**src/rtl/ula_pkg.sv**
```systemverilog
// -----------------------------------------------------------------------------
// ula_pkg
// Shared definitions for the ULA arithmetic/logic unit:
//   - default widths for the opcode (ULA_OP_DEF) and data path (BITS_DEF)
//   - opcode constants OP_ADD..OP_SRL (low three opcode bits)
//   - ula_flags_t, the packed {zero, carry, neg} flag word
// Optional feature macro used by the codebase: ULA_SHIFT_EN (enables SLL/SRL).
// -----------------------------------------------------------------------------
package ula_pkg;

  localparam int ULA_OP_DEF = 3;
  localparam int BITS_DEF   = 8;

  localparam logic [2:0] OP_ADD = 3'd0;
  localparam logic [2:0] OP_SUB = 3'd1;
  localparam logic [2:0] OP_OR  = 3'd2;
  localparam logic [2:0] OP_AND = 3'd3;
  localparam logic [2:0] OP_XOR = 3'd4;
  localparam logic [2:0] OP_NOT = 3'd5;
  localparam logic [2:0] OP_SLL = 3'd6;
  localparam logic [2:0] OP_SRL = 3'd7;

  typedef struct packed {
    logic zero;
    logic carry;
    logic neg;
  } ula_flags_t;

endpackage

```
**src/rtl/ula_flag_reg.sv**
```systemverilog
// -----------------------------------------------------------------------------
// ula_flag_reg
// Three-bit status flag register for the ULA.
// Ports:
//   clk_in    - clock, rising edge
//   rst_n_in  - synchronous active-low reset, clears all flags, wins over we_in
//   we_in     - load enable; flags hold when low
//   flags_in  - next flag word {zero, carry, neg}
//   flags_out - registered flag word
// Feature macro of the ULA codebase: ULA_SHIFT_EN (not used in this file).
// -----------------------------------------------------------------------------
module ula_flag_reg
  import ula_pkg::*;
(
  input  logic       clk_in,
  input  logic       rst_n_in,
  input  logic       we_in,
  input  ula_flags_t flags_in,
  output ula_flags_t flags_out
);

  ula_flags_t r_flags;

  // Flag storage: synchronous clear, otherwise load on enable, else hold.
  always_ff @(posedge clk_in) begin
    if (!rst_n_in) begin
      r_flags <= 3'b000;
    end else if (we_in) begin
      r_flags <= flags_in;
    end else begin
      r_flags <= r_flags;
    end
  end

  assign flags_out = r_flags;

endmodule

```
**src/rtl/ula.sv**
```systemverilog
// -----------------------------------------------------------------------------
// ula
// Combinational arithmetic/logic unit with a registered status flag set.
// Parameters:
//   ULA_OP - opcode width (>= 3); opcodes >= 8 yield result 0, carry 0
//   BITS   - operand/result width (>= 2, power of two)
// Ports:
//   clk_in, rst_n_in  - clock and synchronous active-low reset (flags only)
//   a_in, b_in        - unsigned operands
//   ula_op_in         - operation select
//   flag_we_in        - flag register load enable
//   result_out        - combinational result
//   zero_out, carry_out, neg_out - registered flags
// Macro ULA_SHIFT_EN: when defined, opcodes 6/7 are logical shifts by
// b_in[log2(BITS)-1:0]; when undefined they return 0 and no shifter exists.
// -----------------------------------------------------------------------------
module ula
  import ula_pkg::*;
#(
  parameter int ULA_OP = ULA_OP_DEF,
  parameter int BITS   = BITS_DEF
) (
  input  logic              clk_in,
  input  logic              rst_n_in,
  input  logic [BITS-1:0]   a_in,
  input  logic [BITS-1:0]   b_in,
  input  logic [ULA_OP-1:0] ula_op_in,
  input  logic              flag_we_in,
  output logic [BITS-1:0]   result_out,
  output logic              zero_out,
  output logic              carry_out,
  output logic              neg_out
);

  logic [BITS:0]   w_sum;
  logic [BITS:0]   w_diff;
  logic [2:0]      w_op_lo;
  logic            w_op_bad;
  logic [BITS-1:0] w_result;
  logic            w_carry;
  ula_flags_t      w_flags_next;
  ula_flags_t      w_flags;

`ifdef ULA_SHIFT_EN
  localparam int SHW = $clog2(BITS);
  logic [SHW-1:0] w_shamt;
  assign w_shamt = b_in[SHW-1:0];
`endif

  // One extra bit holds the ADD carry-out / SUB borrow (set when a < b).
  assign w_sum    = {1'b0, a_in} + {1'b0, b_in};
  assign w_diff   = {1'b0, a_in} - {1'b0, b_in};
  assign w_op_lo  = ula_op_in[2:0];
  // Any opcode bit above bit 2 marks an undefined operation.
  assign w_op_bad = ((ula_op_in >> 3'd3) != '0);

  // Result and carry selection by opcode.
  always_comb begin
    w_result = '0;
    w_carry  = 1'b0;
    if (w_op_bad) begin
      w_result = '0;
      w_carry  = 1'b0;
    end else begin
      case (w_op_lo)
        OP_ADD: begin
          w_result = w_sum[BITS-1:0];
          w_carry  = w_sum[BITS];
        end
        OP_SUB: begin
          w_result = w_diff[BITS-1:0];
          w_carry  = w_diff[BITS];
        end
        OP_OR:  w_result = a_in | b_in;
        OP_AND: w_result = a_in & b_in;
        OP_XOR: w_result = a_in ^ b_in;
        OP_NOT: w_result = ~a_in;
`ifdef ULA_SHIFT_EN
        OP_SLL: w_result = a_in << w_shamt;
        OP_SRL: w_result = a_in >> w_shamt;
`else
        OP_SLL: w_result = '0;
        OP_SRL: w_result = '0;
`endif
        default: begin
          w_result = '0;
          w_carry  = 1'b0;
        end
      endcase
    end
  end

  assign w_flags_next.zero  = (w_result == '0);
  assign w_flags_next.carry = w_carry;
  assign w_flags_next.neg   = w_result[BITS-1];

  ula_flag_reg u_flag_reg (
    .clk_in    (clk_in),
    .rst_n_in  (rst_n_in),
    .we_in     (flag_we_in),
    .flags_in  (w_flags_next),
    .flags_out (w_flags)
  );

  assign result_out = w_result;
  assign zero_out   = w_flags.zero;
  assign carry_out  = w_flags.carry;
  assign neg_out    = w_flags.neg;

endmodule

```
**config.mk**
```make
export PLATFORM = sky130hd
export DESIGN_NAME = ula
export DESIGN_NICKNAME = d
export VERILOG_FILES = /design/src/rtl/ula_pkg.sv /design/src/rtl/ula_flag_reg.sv /design/src/rtl/ula.sv
export SDC_FILE = /design/constraint.sdc
export NUM_CORES = 1
export LEC_CHECK = 0
export CAP_MARGIN = 30
export CORE_MARGIN = 3
export CORE_UTILIZATION = 45
export CTS_BUF_LIST = sky130_fd_sc_hd__clkbuf_16
export CTS_CLUSTER_DIAMETER = 120
export DETAILED_ROUTE_END_ITERATION = 10
export PLACE_DENSITY = 0.76
export SYNTH_ARGS = -nofsm -noshare
export SYNTH_HDL_FRONTEND = slang
export SYNTH_SLANG_ARGS = --single-unit
export TNS_END_PERCENT = 5
```
**constraint.sdc**
```tcl
create_clock -name clk_in -period 4.1 [get_ports clk_in]
set_clock_uncertainty 0.05 [all_clocks]
set_input_delay 0.41 -clock clk_in [delete_from_list [all_inputs] [get_ports clk_in]]
set_output_delay 0.41 -clock clk_in [all_outputs]
set_load 0.005 [all_outputs]
```
Yosys cells after proc, flatten, opt, wreduce, memory -nomap -nowiden
Cells that the tools add are included.

operators by class
  muxes and demuxes = 2
  magnitude comparators = 0
  multiply operators = 0
  shifts and indexed selects = 0
  bitwise logic cells = 4
  reductions and logical operators = 3
  $add $sub $neg = 2
  equality and inequality tests = 7
  div/mod/pow operators = 0

operators by type and width
  cell                                                                   count
  8-bit one-hot mux with 7 select lines                                  1
  3-bit equality test, second input constant                             4
  8-bit by 8-bit adder with 9-bit output                                 1
  8-bit by 8-bit subtractor with 9-bit output                            1
  8-bit bitwise AND                                                      1
  8-bit logical NOT                                                      1
  8-bit inverter                                                         1
  8-bit OR                                                               1
  8-bit bitwise XOR                                                      1
  3-bit by 2-bit equality test with 1-bit output, second input constant  2
  3-bit by 1-bit equality test with 1-bit output, second input constant  1
  3-bit logical NOT                                                      1
  1-bit one-hot mux with 2 select lines                                  1
  2-bit OR reduction                                                     1

storage, ports and cells
  register bits after elaboration = 3
  latch bits = 0
  bits in writable memories = 0
  memories = 0
  output and inout bits = 11
  bits of input ports = 22
  memory bits (read-only) = 0
  logic and storage cells = 21

Longest topological paths before layout
Gate-level depths: netlist (run 1).

  depth after elaboration = 4
  gate-level depth with buffers = 10
  gate-level depth less buffers = 10

By module
From an unflattened synthesis (run 1), not the netlist that was laid out.

second synthesis, totals
  cells, all modules = 214
  area total of the unflattened synthesis = 1570.3 um^2

modules (own cells, without submodules)
  module        instances  cells each  seq. area each (um^2)  area an instance (um^2)
  ula           1          205         0.0                    1461.4
  ula_flag_reg  1          9           60.1                   108.9

Least setup slack after synthesis (run 1)
OpenSTA, ideal clock, no wires.

  kind = input -> register
  start point = input a_in[0]
  end point = register u_flag_reg.r_flags, in the netlist u_flag_reg.flags_out[2]
  library setup time = 0.088 ns
  slack = 1.225 ns
  path buffers = 0
  required time = 3.962 ns
  arrival = 2.737 ns
  stages = 9
  cells stage by stage = ha_1 > fa_1 > a211oi_2 > nor2_1 > a311oi_2 > o41ai_1 > a221o_1 > or4b_1 > o32ai_2

between the ends
  longest elaborated chain between the ends = 3
  elaborated cells between the ends (all ways) = 8
  classes of those cells = add/sub: 2; mux: 1; bitwise: 4; reduce/logical: 1

RTL lines
  element                                                                                                RTL line              text
  start: declaration                                                                                     ula.sv:25             input logic [BITS-1:0] a_in,
  8-bit by 8-bit subtractor with 9-bit output or 8-bit by 8-bit adder with 9-bit output (tied branches)  ula.sv:52, ula.sv:51
  8-bit one-hot mux with 7 select lines *                                                                ula.sv:65             case (w_op_lo)
  named net result_out[6]                                                                                ula.sv:29             output logic [BITS-1:0] result_out,
  8-bit logical NOT *                                                                                    ula.sv:93             assign w_flags_next.zero = (w_result == '0);
  end signal: assignment                                                                                 ula_flag_reg.sv:29    r_flags <= flags_in;
  end signal: assignment                                                                                 ula_flag_reg.sv:31    r_flags <= r_flags;
  end: declaration                                                                                       ula_flag_reg.sv:22    ula_flags_t r_flags;

The timed path passes the listed nets; every way through them passes the cells marked *.
A chain may end at the register's enable or synchronous reset.

Final worst setup path (run 1)
  start point = input a_in[1]
  end point = output result_out[7]

between the ends
  longest elaborated chain between the ends = 2
  elaborated cells between the ends (all ways) = 3
  classes of those cells = add/sub: 2; mux: 1

RTL lines
  element                                                                                                RTL line
  8-bit by 8-bit subtractor with 9-bit output or 8-bit by 8-bit adder with 9-bit output (tied branches)  ula.sv:52, ula.sv:51
  8-bit one-hot mux with 7 select lines *                                                                ula.sv:65
  end: declaration                                                                                       ula.sv:29

Mark *: on every way between the ends. The rest lies on a longest branch, timed or not.

==> run summary, run 1 <==
Status: complete, no violations
Max Buffers Root-to-Sink: 2
Setup TNS: 0 ps
Relative slew slack: 0.6677
1st-iter DRT viols: 117
Vias: 1597
Cell Pwr Density: 215.4 nW/um^2
Pins Over Slew Limit: 0
Vert. Die Dim: 62.67 microns
DR pass1 iterations: 4
Congestion Overflow GR: 0
Max IR drop VDD: 0.1806 mV
CTS Buf Count: 3
CTS Hold Buffers Added: 0
FP Rows: 19
Design Power: 404.0 uW
# Max-Cap Violations: 0
CTS Sinks: 3
HP Class: flip-flop to flip-flop
Post-route cell area: 1876 sq um
Final period utilization: 0.9307
CTS tree: done
Synth cell types: 52
Hpwl dp: 3136 microns
GRT met2 Usage: 0.3249
Synth area leaders: ha_1 21%, inv_1 6.0%, nor2_1 5.2%
Post-CTS setup buffer count: 0
Leak: 0.8425 nW
Dpl ws: 273.0 ps
Htree depth: 1
Remaining DRCs: 0
Total Routing Usage GR: 0.1995
Worst slew pin tran: 496.9 ps
Synthesized netlist cell count: 200
Width of the die: 62.67 microns
Critical Path Sink Type: output port
FILL cells: 284
Initial core utilization: 0.4983
CTS clock-pin slew for the worst setup and hold paths: 30 ps
Detail Route Antenna Nets: 0
GP Congestion: 0.8926
Grt met1 use: 0.2871
CTS resizes: 0
CP required: 3640 ps
Final nets: 280
First-pass GRT wire length: 6596 microns
Wire per inst: 14.37 microns
PortBufs: 32
Initial antenna violation count: 0
Die Area: 3928 sq um
Area leader, netlist: ha_1
Syn avg cell area: 7.226 sq um
Placed inst area: 1797 sq um
Core Region: 2900 sq um
FMAX: 262.1 MHz
Max reg flops: 3
Mapped Area: 1445 sq um
Flops & latches, synth: 3
Vias in the first global route: 1458
Post-route non-filler standard cell count: 273
Post-synth EDFFs: 0
Worst Path Max Fanout: 5
Final Util: 0.6467
Top Usage Layer GRT: met2
Setup violators final: 0
Vias per cell: 5.850
Unrepaired setup endpoints after global routing: no
Ys async rst share: 0
Worst Path Arrival: 3360 ps
Minimum clock period: 3816 ps
I/O pin cnt: 33
Share of cells above drive strength 1: 0.07792
Final worst slack: 284.3 ps
Total wire length: 3922 microns
Seq/Total Area, Yosys: 0.04156
Post-synth net total: 248
Crit path kind: input port to output port
Final hold violations: 0
Layout area overhead: 29.78%
Pin count of the biggest net entering global routing: 16
Global routing usage on met3: 0.02158
Root Buffer: clkbuf_16
Placed insts: 269
WHS: 455.8 ps
Post-synth top area share: 0.2078
Clk Latency, worst-skew pair: 220 ps
Syn. warnings: 0
Ys flop type: dfxtp_1
ANT cells: 0
Startpoint Class: input port
==> worst paths after layout <==
check,start,end,slack [ps],cells after the start
setup / recovery,a_in[1],result_out[7],280,9
hold / removal,u_flag_reg.flags_out[2],u_flag_reg.flags_out[2],460,2
setup reg to reg,u_flag_reg.flags_out[1],u_flag_reg.flags_out[1],3230,3
hold reg to reg,u_flag_reg.flags_out[2],u_flag_reg.flags_out[2],460,2
==> where the power goes <==
| part | total (mW) | internal [mW] | leakage [nW] | switching (mW) |
|---|---|---|---|---|
| clock | 0.149 | 0.125 | 0.0423 | 0.0237 |
| sequential | 0.0317 | 0.0311 | 0.0245 | 0.000668 |
| combinational | 0.223 | 0.110 | 0.776 | 0.113 |
==> layer usage <==
layer,part of all wire,routed length [microns]
met1,0.46,1795
met5,0,0
met3,0.079,310
met4,0,0
met2,0.46,1816
==> final cells by class <==
| class | count | area (sq um) | area share |
|---|---|---|---|
| Sequential cell | 3 | 60.06 | 0.03202 |
| Inverter | 24 | 90.09 | 0.04803 |
| Multi-Input combinational cell | 163 | 1236 | 0.6591 |
| Tap cell | 42 | 52.55 | 0.02802 |
| Clock inverter | 1 | 3.754 | 0.002001 |
| Clock buffer | 3 | 75.07 | 0.04003 |
| Timing Repair Buffer | 37 | 357.8 | 0.1908 |
==> layout by cell type (no fill, tap or decap), types with 4 or more instances in the layout <==
cell / instances
a31oi_1: 4
nand2b_1: 5
nand2_1: 12
a211oi_1: 6
a21oi_1: 13
clkdlybuf4s50_1: 32
o221ai_1: 4
o21ai_0: 15
inv_1: 24
o21bai_1: 5
nor2_1: 20
buf_4: 5
ha_1: 24
==> synth_stat cells (4+ instances only) <==
library cell,count
buf_2,5
o221ai_1,4
nand2_1,12
a211oi_1,6
a21oi_1,13
o21bai_1,5
nand2b_1,5
o21ai_0,15
inv_1,23
a31oi_1,4
ha_1,24
nor2_1,20
==> cells by family after synthesis <==
kind of cell	after synthesis	synth area share
buffers and inverters	34	0.1030
adders and majority gates	26	0.2355
muxes	3	0.02078
and+or+nand+nor	51	0.1680
AOI/OAI and AO/OA	80	0.4130
DFF	3	0.04156
xor gates and xnor gates	3	0.01819
==> worst max-delay path: stages <==
cell and delay (ps):
clkdlybuf4s50_1 580, inv_1 110, ha_1 350, o21ba_2 230, or4_1 390, o211a_1 160, o41a_1 370, a21boi_1 210
clkdlybuf4s50_1 540
Power figures use the tool's default switching activity.
==> run 2, diff against run 1 <==
--- a/config.mk
+++ b/config.mk
@@ -11,7 +11,8 @@
 export CTS_BUF_LIST = sky130_fd_sc_hd__clkbuf_16
 export CTS_CLUSTER_DIAMETER = 120
 export DETAILED_ROUTE_END_ITERATION = 10
-export PLACE_DENSITY = 0.76
+export DONT_BUFFER_PORTS = 1
+export PLACE_DENSITY = 0.63
 export SYNTH_ARGS = -nofsm -noshare
 export SYNTH_HDL_FRONTEND = slang
 export SYNTH_SLANG_ARGS = --single-unit
==> run summary, run 2 (synthesis gave the netlist of run 1 again) <==
Core Region: 2900 sq um (unchanged)
Worst hold start: flag_we_in
FP Rows: 19 (unchanged)
Remaining DRCs: 0 (unchanged)
Worst Setup SP: a_in[0]
Wire per inst: 17.59 microns (+22%)
Worst slew pin tran: 378.3 ps (-118.6 ps)
Status: complete, no violations
Initial antenna violation count: 0 (unchanged)
Startpoint Class: input port
Max Buffers Root-to-Sink: 2 (unchanged)
Relative slew slack: 0.7473 (+0.07959)
FMAX: 351.7 MHz (+34%)
CTS Buf Count: 3 (unchanged)
Vert. Die Dim: 62.67 microns (unchanged)
DR pass1 iterations: 4 (unchanged)
FILL cells: 293 (+3.2%)
Root Buffer: clkbuf_16
Cells along the critical path: ha_1 > fa_1 > a211oi_2 > nor2_1 > a311oi_2 > o41ai_1 > a221o_1 > or4b_1 > o32ai_2
GP Congestion: 0.9616 (+7.7%)
Width of the die: 62.67 microns (unchanged)
Pin count of the biggest net entering global routing: 27 (+11)
Max reg flops: 3 (unchanged)
Share of cells above drive strength 1: 0.06701 (-0.01091)
Vias per cell: 6.555 (+12%)
CTS resizes: 0 (unchanged)
Worst Path Arrival: 2930 ps (-430 ps)
1st-iter DRT viols: 108 (-7.7%)
Hpwl dp: 3242 microns (+3.4%)
Setup violators final: 0 (unchanged)
Vias: 1547 (-3.1%)
Max IR drop VDD: 0.1222 mV (-32%)
CTS Hold Buffers Added: 0 (unchanged)
Post-CTS setup buffer count: 0 (unchanged)
Leak: 0.6948 nW (-18%)
Die Area: 3928 sq um (unchanged)
Total Routing Usage GR: 0.2006 (+0.001123)
Commonest non-fill, non-tap cells in the layout: 24 x inv_1, 24 x ha_1, 20 x nor2_1, 15 x o21ai_0, 13 x a21oi_1
Setup TNS: 0 ps (unchanged)
HP Class: input port to flip-flop
PortBufs: 0 (-100%)
# Max-Cap Violations: 0 (unchanged)
R2R Path Start: u_flag_reg.flags_out[1]
Minimum clock period: 2844 ps (-972.2 ps)
Final hold violations: 0 (unchanged)
Htree depth: 1 (unchanged)
Congestion Overflow GR: 0 (unchanged)
Final Util: 0.5233 (-0.1234)
Worst Path Max Fanout: 4 (-1)
Detail Route Antenna Nets: 0 (unchanged)
Crit path largest cell delay: 550 ps (-30 ps)
Total wire length: 4151 microns (+5.8%)
CP required: 4190 ps (+550 ps)
Final period utilization: 0.6935 (-0.2371)
I/O pin cnt: 33 (unchanged)
ANT cells: 0 (unchanged)
CTS clock-pin slew for the worst setup and hold paths: 30 ps (about the same)
Design Power: 349.4 uW (-14%)
Cell Pwr Density: 230.2 nW/um^2 (+6.9%)
Vias in the first global route: 1413 (-3.1%)
Crit path kind: input port to flip-flop
Layout area overhead: 5.022%
Initial core utilization: 0.4983 (unchanged)
CTS tree: done
CTS Sinks: 3 (unchanged)
Critical Path Sink Type: flip-flop
Pins Over Slew Limit: 0 (unchanged)
Slowest CP cell: or4b_1
Final nets: 243 (-13%)
First-pass GRT wire length: 6610 microns (+0.21%)
Unrepaired setup endpoints after global routing: no
Clk Latency, worst-skew pair: 230 ps (about the same)
run 2: path summary, 6_finish.rpt:
check	slack (ps)	endpoint	cells after the start
setup / recovery	1260	u_flag_reg.flags_out[2]	9
hold / removal	230	u_flag_reg.flags_out[2]	1
setup reg to reg	3250	u_flag_reg.flags_out[1]	3
hold reg to reg	470	u_flag_reg.flags_out[2]	2
run 2: final cells by class:
class	count	area, sq um	share of cell area
Multi-Input combinational cell	163	1236	0.8145
Tap cell	42	52.55	0.03462
Clock inverter	1	3.754	0.002473
Sequential cell	3	60.06	0.03957
Clock buffer	3	75.07	0.04946
Inverter	24	90.09	0.05936
run 2: where the power goes:
| group | leakage (nW) | switching [mW] | internal [mW] |
|---|---|---|---|
| logic | 0.628 | 0.0950 | 0.0673 |
| registers | 0.0245 | 0.00111 | 0.0311 |
| clock network | 0.0423 | 0.0290 | 0.126 |
run 2: through the flow:
stage / std cells / cell area, sq um / worst slack [ps] / hold slack (ps)
after detailed placement: 232 / 1439 / 1056 / 465.8
after global placement: 232 / 1439 / 1101 / 456.1
after global routing: 236 / 1518 / 1131 / 228.7
after floorplan: 200 / 1445 / 1225 / 430.1
final: 236 / 1518 / 1256 / 228.7
after CTS: 236 / 1518 / 1276 / 230.2
run 2: routing by layer:
metal  routed length (microns)  GRT usage  vias to the layer above
met1                      1724     0.2796                      730
met5                         0          0                        -
li1                          -          -                      728
met2                      1955     0.3342                       85
met3                       438    0.02878                        4
met4                        32    0.02479                        0
run 2: critical path: cells and delay by family:
family | cells | cell delay [ps]
compound gates | 5 | 1180
fa+ha+maj | 2 | 680
simple gates | 2 | 650
